==> config.mk <==
export PLATFORM = sky130hd
export DESIGN_NAME = if_prefetch_queue
export DESIGN_NICKNAME = d
export VERILOG_FILES = /design/src/rtl/if_prefetch_queue.sv
export SDC_FILE = /design/constraint.sdc
export NUM_CORES = 1
export LEC_CHECK = 0
export CORE_AREA = 2 2 227 173
export DETAILED_ROUTE_END_ITERATION = 10
export DIE_AREA = 0 0 229 175
export PLACE_DENSITY_LB_ADDON = 0.12
export SLEW_MARGIN = 20
export SYNTH_ARGS = -nofsm -noshare
export SYNTH_HDL_FRONTEND = slang
export SYNTH_SLANG_ARGS = --single-unit
export TNS_END_PERCENT = 30
==> constraint.sdc <==
create_clock -name clk -period 11.5 [get_ports clk]
set_input_delay 1.725 -clock clk [delete_from_list [all_inputs] [get_ports clk]]
set_output_delay 1.725 -clock clk [all_outputs]
set_load 0.1 [all_outputs]
==> src/rtl/if_prefetch_queue.sv <==
// Instruction fetch with cache lookup, byte-serial miss refill and a prefetch FIFO toward ID.
// Hit reaches ID one cycle after lookup and a miss INST_BYTES+2 cycles after; a full queue with no dequeue stalls lookups.
module if_prefetch_queue #(
  parameter int unsigned        ADDR_W      = 32,
  parameter int unsigned        INST_BYTES  = 4,
  parameter int unsigned        QUEUE_DEPTH = 4,
  parameter logic [ADDR_W-1:0]  RESET_PC    = '0
) (
  input  logic                    clk,
  input  logic                    rst,
  input  logic                    set_pc_i,
  input  logic [ADDR_W-1:0]       set_pc_add_i,
  output logic                    mem_req_o,
  output logic [ADDR_W-1:0]       mem_addr_o,
  input  logic                    mem_gnt_i,
  input  logic [7:0]              mem_rdata_i,
  output logic                    cache_query_o,
  output logic [ADDR_W-1:0]       query_addr_o,
  input  logic                    inst_hit_i,
  input  logic [8*INST_BYTES-1:0] cache_inst_i,
  output logic                    cache_we_o,
  output logic [ADDR_W-1:0]       cache_waddr_o,
  output logic [8*INST_BYTES-1:0] cache_wdata_o,
  output logic                    inst_valid_o,
  input  logic                    inst_ready_i,
  output logic [8*INST_BYTES-1:0] inst_o,
  output logic [ADDR_W-1:0]       inst_pc_o
);

  localparam int unsigned       IW     = 8 * INST_BYTES;
  localparam int unsigned       PW     = $clog2(QUEUE_DEPTH);
  localparam int unsigned       BW     = $clog2(INST_BYTES + 1);
  localparam logic [ADDR_W-1:0] STEP   = ADDR_W'(INST_BYTES);
  localparam logic [BW-1:0]     NBYTES = BW'(INST_BYTES);
  localparam logic [BW-1:0]     LAST   = BW'(INST_BYTES - 1);
  localparam logic [PW:0]       FULL   = (PW + 1)'(QUEUE_DEPTH);

  typedef enum logic {S_LOOKUP, S_MISS} state_e;

  state_e            state_q, state_d;
  logic [ADDR_W-1:0] fetch_pc_q, fetch_pc_d;
  logic [BW-1:0]     issue_q, issue_d, recv_q, recv_d;
  logic              rd_pend_q, rd_pend_d;
  logic [IW-1:0]     asm_q, asm_d;
  logic              we_q, we_d;
  logic [ADDR_W-1:0] waddr_q, waddr_d;
  logic [IW-1:0]     wdata_q, wdata_d;
  logic [IW-1:0]     q_inst_q [QUEUE_DEPTH];
  logic [ADDR_W-1:0] q_pc_q   [QUEUE_DEPTH];
  logic [PW-1:0]     rptr_q, rptr_d, wptr_q, wptr_d;
  logic [PW:0]       cnt_q, cnt_d;
  logic              push, pop, can_push;
  logic [IW-1:0]     push_inst;

  assign inst_valid_o  = (cnt_q != '0);
  assign inst_o        = inst_valid_o ? q_inst_q[rptr_q] : '0;
  assign inst_pc_o     = inst_valid_o ? q_pc_q[rptr_q] : '0;
  assign query_addr_o  = fetch_pc_q;
  assign cache_we_o    = we_q;
  assign cache_waddr_o = waddr_q;
  assign cache_wdata_o = wdata_q;
  assign pop           = inst_valid_o && inst_ready_i && !set_pc_i;
  assign can_push      = (cnt_q != FULL) || (inst_valid_o && inst_ready_i);

  always_comb begin
    state_d       = state_q;
    fetch_pc_d    = fetch_pc_q;
    issue_d       = issue_q;
    recv_d        = recv_q;
    rd_pend_d     = 1'b0;
    asm_d         = asm_q;
    we_d          = 1'b0;
    waddr_d       = waddr_q;
    wdata_d       = wdata_q;
    push          = 1'b0;
    push_inst     = '0;
    cache_query_o = 1'b0;
    mem_req_o     = 1'b0;
    mem_addr_o    = '0;
    case (state_q)
      S_LOOKUP: begin
        if (can_push) begin
          cache_query_o = 1'b1;
          if (inst_hit_i) begin
            push       = 1'b1;
            push_inst  = cache_inst_i;
            fetch_pc_d = fetch_pc_q + STEP;
          end else begin
            state_d = S_MISS;
            issue_d = '0;
            recv_d  = '0;
          end
        end
      end
      default: begin
        if (issue_q < NBYTES) begin
          mem_req_o  = 1'b1;
          mem_addr_o = fetch_pc_q + ADDR_W'(issue_q);
          if (mem_gnt_i) begin
            issue_d   = issue_q + BW'(1);
            rd_pend_d = 1'b1;
          end
        end
        // each accepted request returns its byte exactly one cycle later
        if (rd_pend_q) begin
          asm_d[int'(recv_q) * 8 +: 8] = mem_rdata_i;
          recv_d = recv_q + BW'(1);
          if (recv_q == LAST) begin
            push       = 1'b1;
            push_inst  = asm_d;
            we_d       = 1'b1;
            waddr_d    = fetch_pc_q;
            wdata_d    = asm_d;
            fetch_pc_d = fetch_pc_q + STEP;
            state_d    = S_LOOKUP;
          end
        end
      end
    endcase
    if (set_pc_i) begin
      state_d    = S_LOOKUP;
      fetch_pc_d = set_pc_add_i;
      issue_d    = '0;
      recv_d     = '0;
      rd_pend_d  = 1'b0;
      push       = 1'b0;
    end
    if (rst) begin
      cache_query_o = 1'b0;
      mem_req_o     = 1'b0;
      mem_addr_o    = '0;
    end
  end

  always_comb begin
    rptr_d = rptr_q + PW'(pop);
    wptr_d = wptr_q + PW'(push);
    cnt_d  = cnt_q;
    if (push && !pop)      cnt_d = cnt_q + (PW + 1)'(1);
    else if (pop && !push) cnt_d = cnt_q - (PW + 1)'(1);
    if (set_pc_i) begin
      rptr_d = '0;
      wptr_d = '0;
      cnt_d  = '0;
    end
  end

  always_ff @(posedge clk) begin
    if (rst) begin
      state_q    <= S_LOOKUP;
      fetch_pc_q <= RESET_PC;
      issue_q    <= '0;
      recv_q     <= '0;
      rd_pend_q  <= 1'b0;
      asm_q      <= '0;
      we_q       <= 1'b0;
      waddr_q    <= '0;
      wdata_q    <= '0;
      rptr_q     <= '0;
      wptr_q     <= '0;
      cnt_q      <= '0;
    end else begin
      state_q    <= state_d;
      fetch_pc_q <= fetch_pc_d;
      issue_q    <= issue_d;
      recv_q     <= recv_d;
      rd_pend_q  <= rd_pend_d;
      asm_q      <= asm_d;
      we_q       <= we_d;
      waddr_q    <= waddr_d;
      wdata_q    <= wdata_d;
      rptr_q     <= rptr_d;
      wptr_q     <= wptr_d;
      cnt_q      <= cnt_d;
    end
  end

  always_ff @(posedge clk) begin
    if (push) begin
      q_inst_q[wptr_q] <= push_inst;
      q_pc_q[wptr_q]   <= fetch_pc_q;
    end
  end

endmodule

# Yosys cells after proc, flatten, opt, wreduce, memory -nomap -nowiden
# Memory sizes are Yosys's and may differ from the RTL's. A register that Yosys moved wholly into a read port is not among the register bits.
# Cells that the tools add are included.
totals:
  wordCells: 105
  mem_bits_rw: 256
  in_bits: 78
  reg_bits: 144
  memories: 2
  output_inout_bits: 196
op_classes:
  bitwise: 2
  n_addsub: 9
  n_reduce_logical: 21
  shift: 2
  eq_ne: 8
  mux: 48
  order_cmp: 1
memory_table:
  columns: ["name", "words", "word_bits", "read_ports", "rd_clocked_by_memory_dff", "wr", "line_no", "source"]
  rows:
  - ["q_inst_q", 4, 32, 1, 1, 1, "48", "logic [IW-1:0] q_inst_q [QUEUE_DEPTH];"]
  - ["q_pc_q", 4, 32, 1, 1, 1, "49", "logic [ADDR_W-1:0] q_pc_q [QUEUE_DEPTH];"]
ops:
  columns: ["op", "count"]
  rows:
  - ["2-to-1 mux 32 bit", 16]
  - ["negator 6 -> 33 bit", 1]
  - ["variable shift 8 x 33 -> 32 bit (first input constant)", 1]
  - ["variable part select 8 x 33 -> 32 bit", 1]
  - ["adder 32 x 3 -> 32 bit", 1]
  - ["adder 32 x 3 -> 32 bit (second input constant)", 1]
  - ["bitwise mux 32 bit", 1]
  - ["2-to-1 mux 3 bit", 9]
  - ["2-to-1 mux 1 bit", 20]
  - ["adder 3 x 1 -> 3 bit (second input constant)", 3]
  - ["nonzero test 3 bit", 3]
  - ["AND reduction 4 bit", 2]
  - ["inequality test 2 x 1 -> 1 bit (second input constant)", 3]
  - ["inequality test 3 x 2 -> 1 bit (second input constant)", 2]
  - ["AND reduction 3 bit", 2]
  - ["adder 2 x 1 -> 2 bit", 2]
  - ["logical AND 1 bit", 4]
  - ["2-to-1 mux 2 bit", 2]
  - ["nonzero test 2 bit", 2]
  - ["OR reduction 2 bit", 2]
  - ["OR reduction 4 bit", 1]
  - ["equality test 3 x 2 -> 1 bit (second input constant)", 1]
  - ["logical NOT 1 bit", 3]
  - ["< comparator 3 bit (second input constant)", 1]
  - ["6 further kinds", 7]

# Longest topological paths before layout
logic_depth:
  depth_word: 10
  ltp_mapped: 11

# Worst setup path before layout
# Ideal clock, no wire load.
synth_path:
  path_kind: "input port to flip-flop"
  from: "input inst_ready_i"
  to: "memory q_inst_q[1][0] (netlist bit), enable pin"
  setup_ns: 0.666
  path_stages: 4
  t_arrival_ns: 8.771
  setup_slack_ns: 2.063
  cell_sequence: "nor4b_1 a2bb2oi_2 buf_2 nor4b_1"
synth_between:
  elab_chain_len: 7
synth_lines:
  columns: ["element", "line_no", "source"]
  rows:
  - ["start: declaration", "25", "input logic inst_ready_i,"]
  - ["logical AND 1 bit", "63", "assign can_push = (cnt_q != FULL) || (inst_valid_o && inst_ready_i);"]
  - ["logical OR 1 bit", "63", null]
  - ["2-to-1 mux 1 bit", "82", "if (can_push) begin"]
  - ["2-to-1 mux 1 bit", "80", "case (state_q)"]
  - ["2-to-1 mux 1 bit", "120", "if (set_pc_i) begin"]
  - ["2-to-1 mux 1 bit", "179", "if (push) begin"]
  - ["2-to-1 mux 1 bit (not written as such)", "180", "q_inst_q[wptr_q] <= push_inst;"]
  - ["end: declaration", "48", null]
# Every way passes these cells.

# Worst setup path in the final report
layout_path:
  from: "input rst"
  to: "output mem_addr_o[20]"
layout_between:
  elab_chain_len: 1
layout_lines:
  columns: ["element", "line_no", "source"]
  rows:
  - ["start: declaration", "10", "input logic rst,"]
  - ["2-to-1 mux 32 bit", "128", "if (rst) begin"]
  - ["end: declaration", "14", "output logic [ADDR_W-1:0] mem_addr_o,"]
# Every way passes these cells.

==> results.toml <==
[floorplan]
io_pins = 274
rows = 62
core_mm2 = 0.03786
die-area_mm2 = 0.04008
start_util_pct = 44.50
die_h_um = 175
die_w_um = 229

[sta]
max_slew.worst_pin.slew_ps = 1083
fin_setup_tns_ps = 0
setup_viol = 0
slew_violations = 0
max_freq_mhz = 160.7
timing.final.crit_period_ps = 6224
slew_headroom_pct = 27.59
setup_slack_ps = 5277
finalHoldViolCount = 0
fin_crit_sh_pct = 54.12
clock_skew_ps = 12.22
rsz0062_at_grt = "false"

[clock_network]
clk_pin_slew_ps = 50
hold_buffers = 0
clock_tree.buffer_depth = 3
cts_tree = "done"
root_buffer = "clkbuf_16"
cts.sinks = 400
htreeDepth = 2
cts_setup_buffers = 0
cts-resized-gates = 0
cts_made_buffers = 41
clk_latency_ps = 540

[pwr]
pwr-share-seq_pct = 47.6
p_comb_share_pct = 11.8
clkPwrFrac_pct = 40.5
net-switching-power_w = 0.0008634
p_sw_share_pct = 25.85
leakage_nw = 6.918
p_int_w = 0.002476
p_per_area_mw_per_mm2 = 155.7
irDropWorstVdd_uv = 130.3

[detailed_routing]
first_iter_violations = 876
ant_nets = 0
drc = 0
via_per_inst = 5.528
routed_wl_um = 46640
vias = 11641
wl_per_cell_um = 22.14
drt_pass1_iterations = 5

[global_route]
met2_usage_pct = 36.00
antenna_found_initial = 4
met3_usage_pct = 3.933
grt_max_degree = 83
grt.overflow.total = 0
grt_pass1_vias = 11572
grt_pass1_wl_um = 70640
grt_usage_pct = 23.07
busiest_layer = "met2"
globalRouteMet1Util_pct = 33.41

[worst_hold_path]
holdCritPathClass = "register to register"

[cells_and_area]
drive_gt1_share_pct = 10.38
area_growth_pct = 27.29
most-common-layout-cells = "clkdlybuf4s50_1, edfxtp_1, nand2_1, dfxtp_1, nor2_1"
fillers = 3192
final_common_cell = "clkdlybuf4s50_1"
fin_nets = 1652

[synthesis]
async_reset_ff_share_pct = 0
yosys_most_used_dff = "edfxtp_1"
syn-cell-area_mm2 = 0.01685
synth_edf_count = 256
synthCells = 1319
yosys_warnings = 0
ys_ff_latch = 400
ys_seq_area_share_pct = 62.74
synth.net_count = 1413
synth.distinct_cells = 53
avgSynthCellArea_um2 = 12.77

[setup_path]
cp.arrival_ps = 4500
start_kind = "input pin"
required_ps = 9780
worstSetupEndpointType = "primary output"
crit_type = "input pin to primary output"
crit_fanout = 63

[placement]
place_congestion = 0.8544
dp_hpwl_um = 29830
io_buffers = 273
pre_cts_ws_ps = 4899

[flow_run]
cap_violations = 0

[status]
status = "finished, final reports clean"
-- layer usage --
metal  up-vias  part of all wire, %
met5         -                    0
met4         0                  1.9
met3        63                  5.8
met2       358                   46
met1      5848                   47
li1       5372                    -
-- registers in the layout (all words and copies together), names as in the netlist --
| name | flops |
|---|---|
| q_inst_q | 128 |
| q_pc_q | 128 |
| asm_q | 32 |
| cache_waddr_o | 32 |
| cache_wdata_o | 32 |
| query_addr_o | 32 |
| cnt_q | 3 |
| issue_q | 3 |
| recv_q | 3 |
| rptr_q | 2 |
| wptr_q | 2 |
| cache_we_o | 1 |
| rd_pend_q | 1 |
| state_q | 1 |
-- layout make-up --
type / instances / area [µm²] / share of cell area [%]
multi-input cells: 813 / 5914 / 27.58
repair buffers: 290 / 2882 / 13.44
clock buffers: 63 / 1205 / 5.619
clock inverters: 12 / 170.2 / 0.7935
flip-flops and latches: 400 / 10580 / 49.33
well taps: 512 / 640.6 / 2.987
inverters: 12 / 45.04 / 0.2100
diodes: 4 / 10.01 / 0.04668
-- worst max-delay path, cell delays in order --
cell and delay, ps:
buf_4 320, inv_1 280, nand3b_1 420, buf_6 330, nor2_1 210, clkdlybuf4s50_1 1180
-- synth_stat cells, types with 2 or more instances --
master      n  share of area [%]
a211oi_1   49                2.2
a21oi_1    54                1.6
a22o_1      8               0.42
a22oi_1    32                1.4
a311oi_1    5               0.26
a31oi_1     2              0.074
and2_1     69                2.6
and3_1     11               0.41
and4_1      6               0.31
buf_1      13               0.29
buf_2       7               0.21
clkbuf_1   73                1.6
dfxtp_1   144                 17
edfxtp_1  256                 46
fa_1        2               0.24
ha_1       14                1.0
inv_1      12               0.27
mux2i_1    21                1.2
mux4_2     64                8.6
nand2_1   150                3.3
nand3_1    21               0.62
nand3b_1    2              0.089
nand4_1     8               0.30
nand4b_1    2               0.10
nor2_1    126                2.8
nor2b_1     2              0.074
nor3_1     22               0.65
nor4_1     18               0.67
nor4_2      2               0.15
nor4b_1     3               0.16
o21ai_0    38                1.1
o41ai_1     2               0.10
or3_1       8               0.30
or3b_1      2               0.10
xnor2_1    34                1.8
xor2_1     20                1.0
-- stage by stage --
step | power (W) | util, % | hold slack [ps] | cell area [µm²] | cells
floorplan | 0.001888 | - | 461.4 | 16850 | 1319
global placement | 0.002015 | 52.86 | 443.9 | 20010 | 2025
detailed placement | 0.002018 | 52.88 | 446.3 | 20020 | 2025
finish | 0.003340 | 56.65 | 453.0 | 21440 | 2106
CTS | 0.003374 | 56.51 | 454.6 | 21390 | 2100
global route | 0.003450 | 56.65 | 471.5 | 21440 | 2106
-- final timing paths --
path	startpoint	to	slack [ps]	cells after the start
worst max-delay path	rst	mem_addr_o[20]	5280	6
worst min-delay path	cache_waddr_o[31]	cache_waddr_o[31]	450	2
worst max register to register	state_q	q_inst_q[0][1]	8030	4
worst min register to register	cache_waddr_o[31]	cache_waddr_o[31]	450	2
-- power groups by stage --
stage / logic, W / registers (W) / clock network, W
floorplan: 0.000227 / 0.00166 / 0
global placement: 0.000395 / 0.00162 / 0
detailed placement: 0.000396 / 0.00162 / 0
CTS: 0.000396 / 0.00159 / 0.00139
global route: 0.000411 / 0.00159 / 0.00144
finish: 0.000395 / 0.00159 / 0.00135
-- cell families (layout without fill, tap and decap cells) --
family                     after synthesis  after routing  synth area share (%)
AOI/OAI and AO/OA                      196            196                 7.538
xor gates and xnor gates                54             54                 2.807
adders and majority gates               16             16                 1.277
buffers and inverters                  106            377                 2.458
DFF                                    400            400                 62.74
muxes                                   85             85                 9.803
other                                    0              4                     0
and+or+nand+nor                        462            462                 13.38
Note: power is estimated with default switching activity, not from simulation.
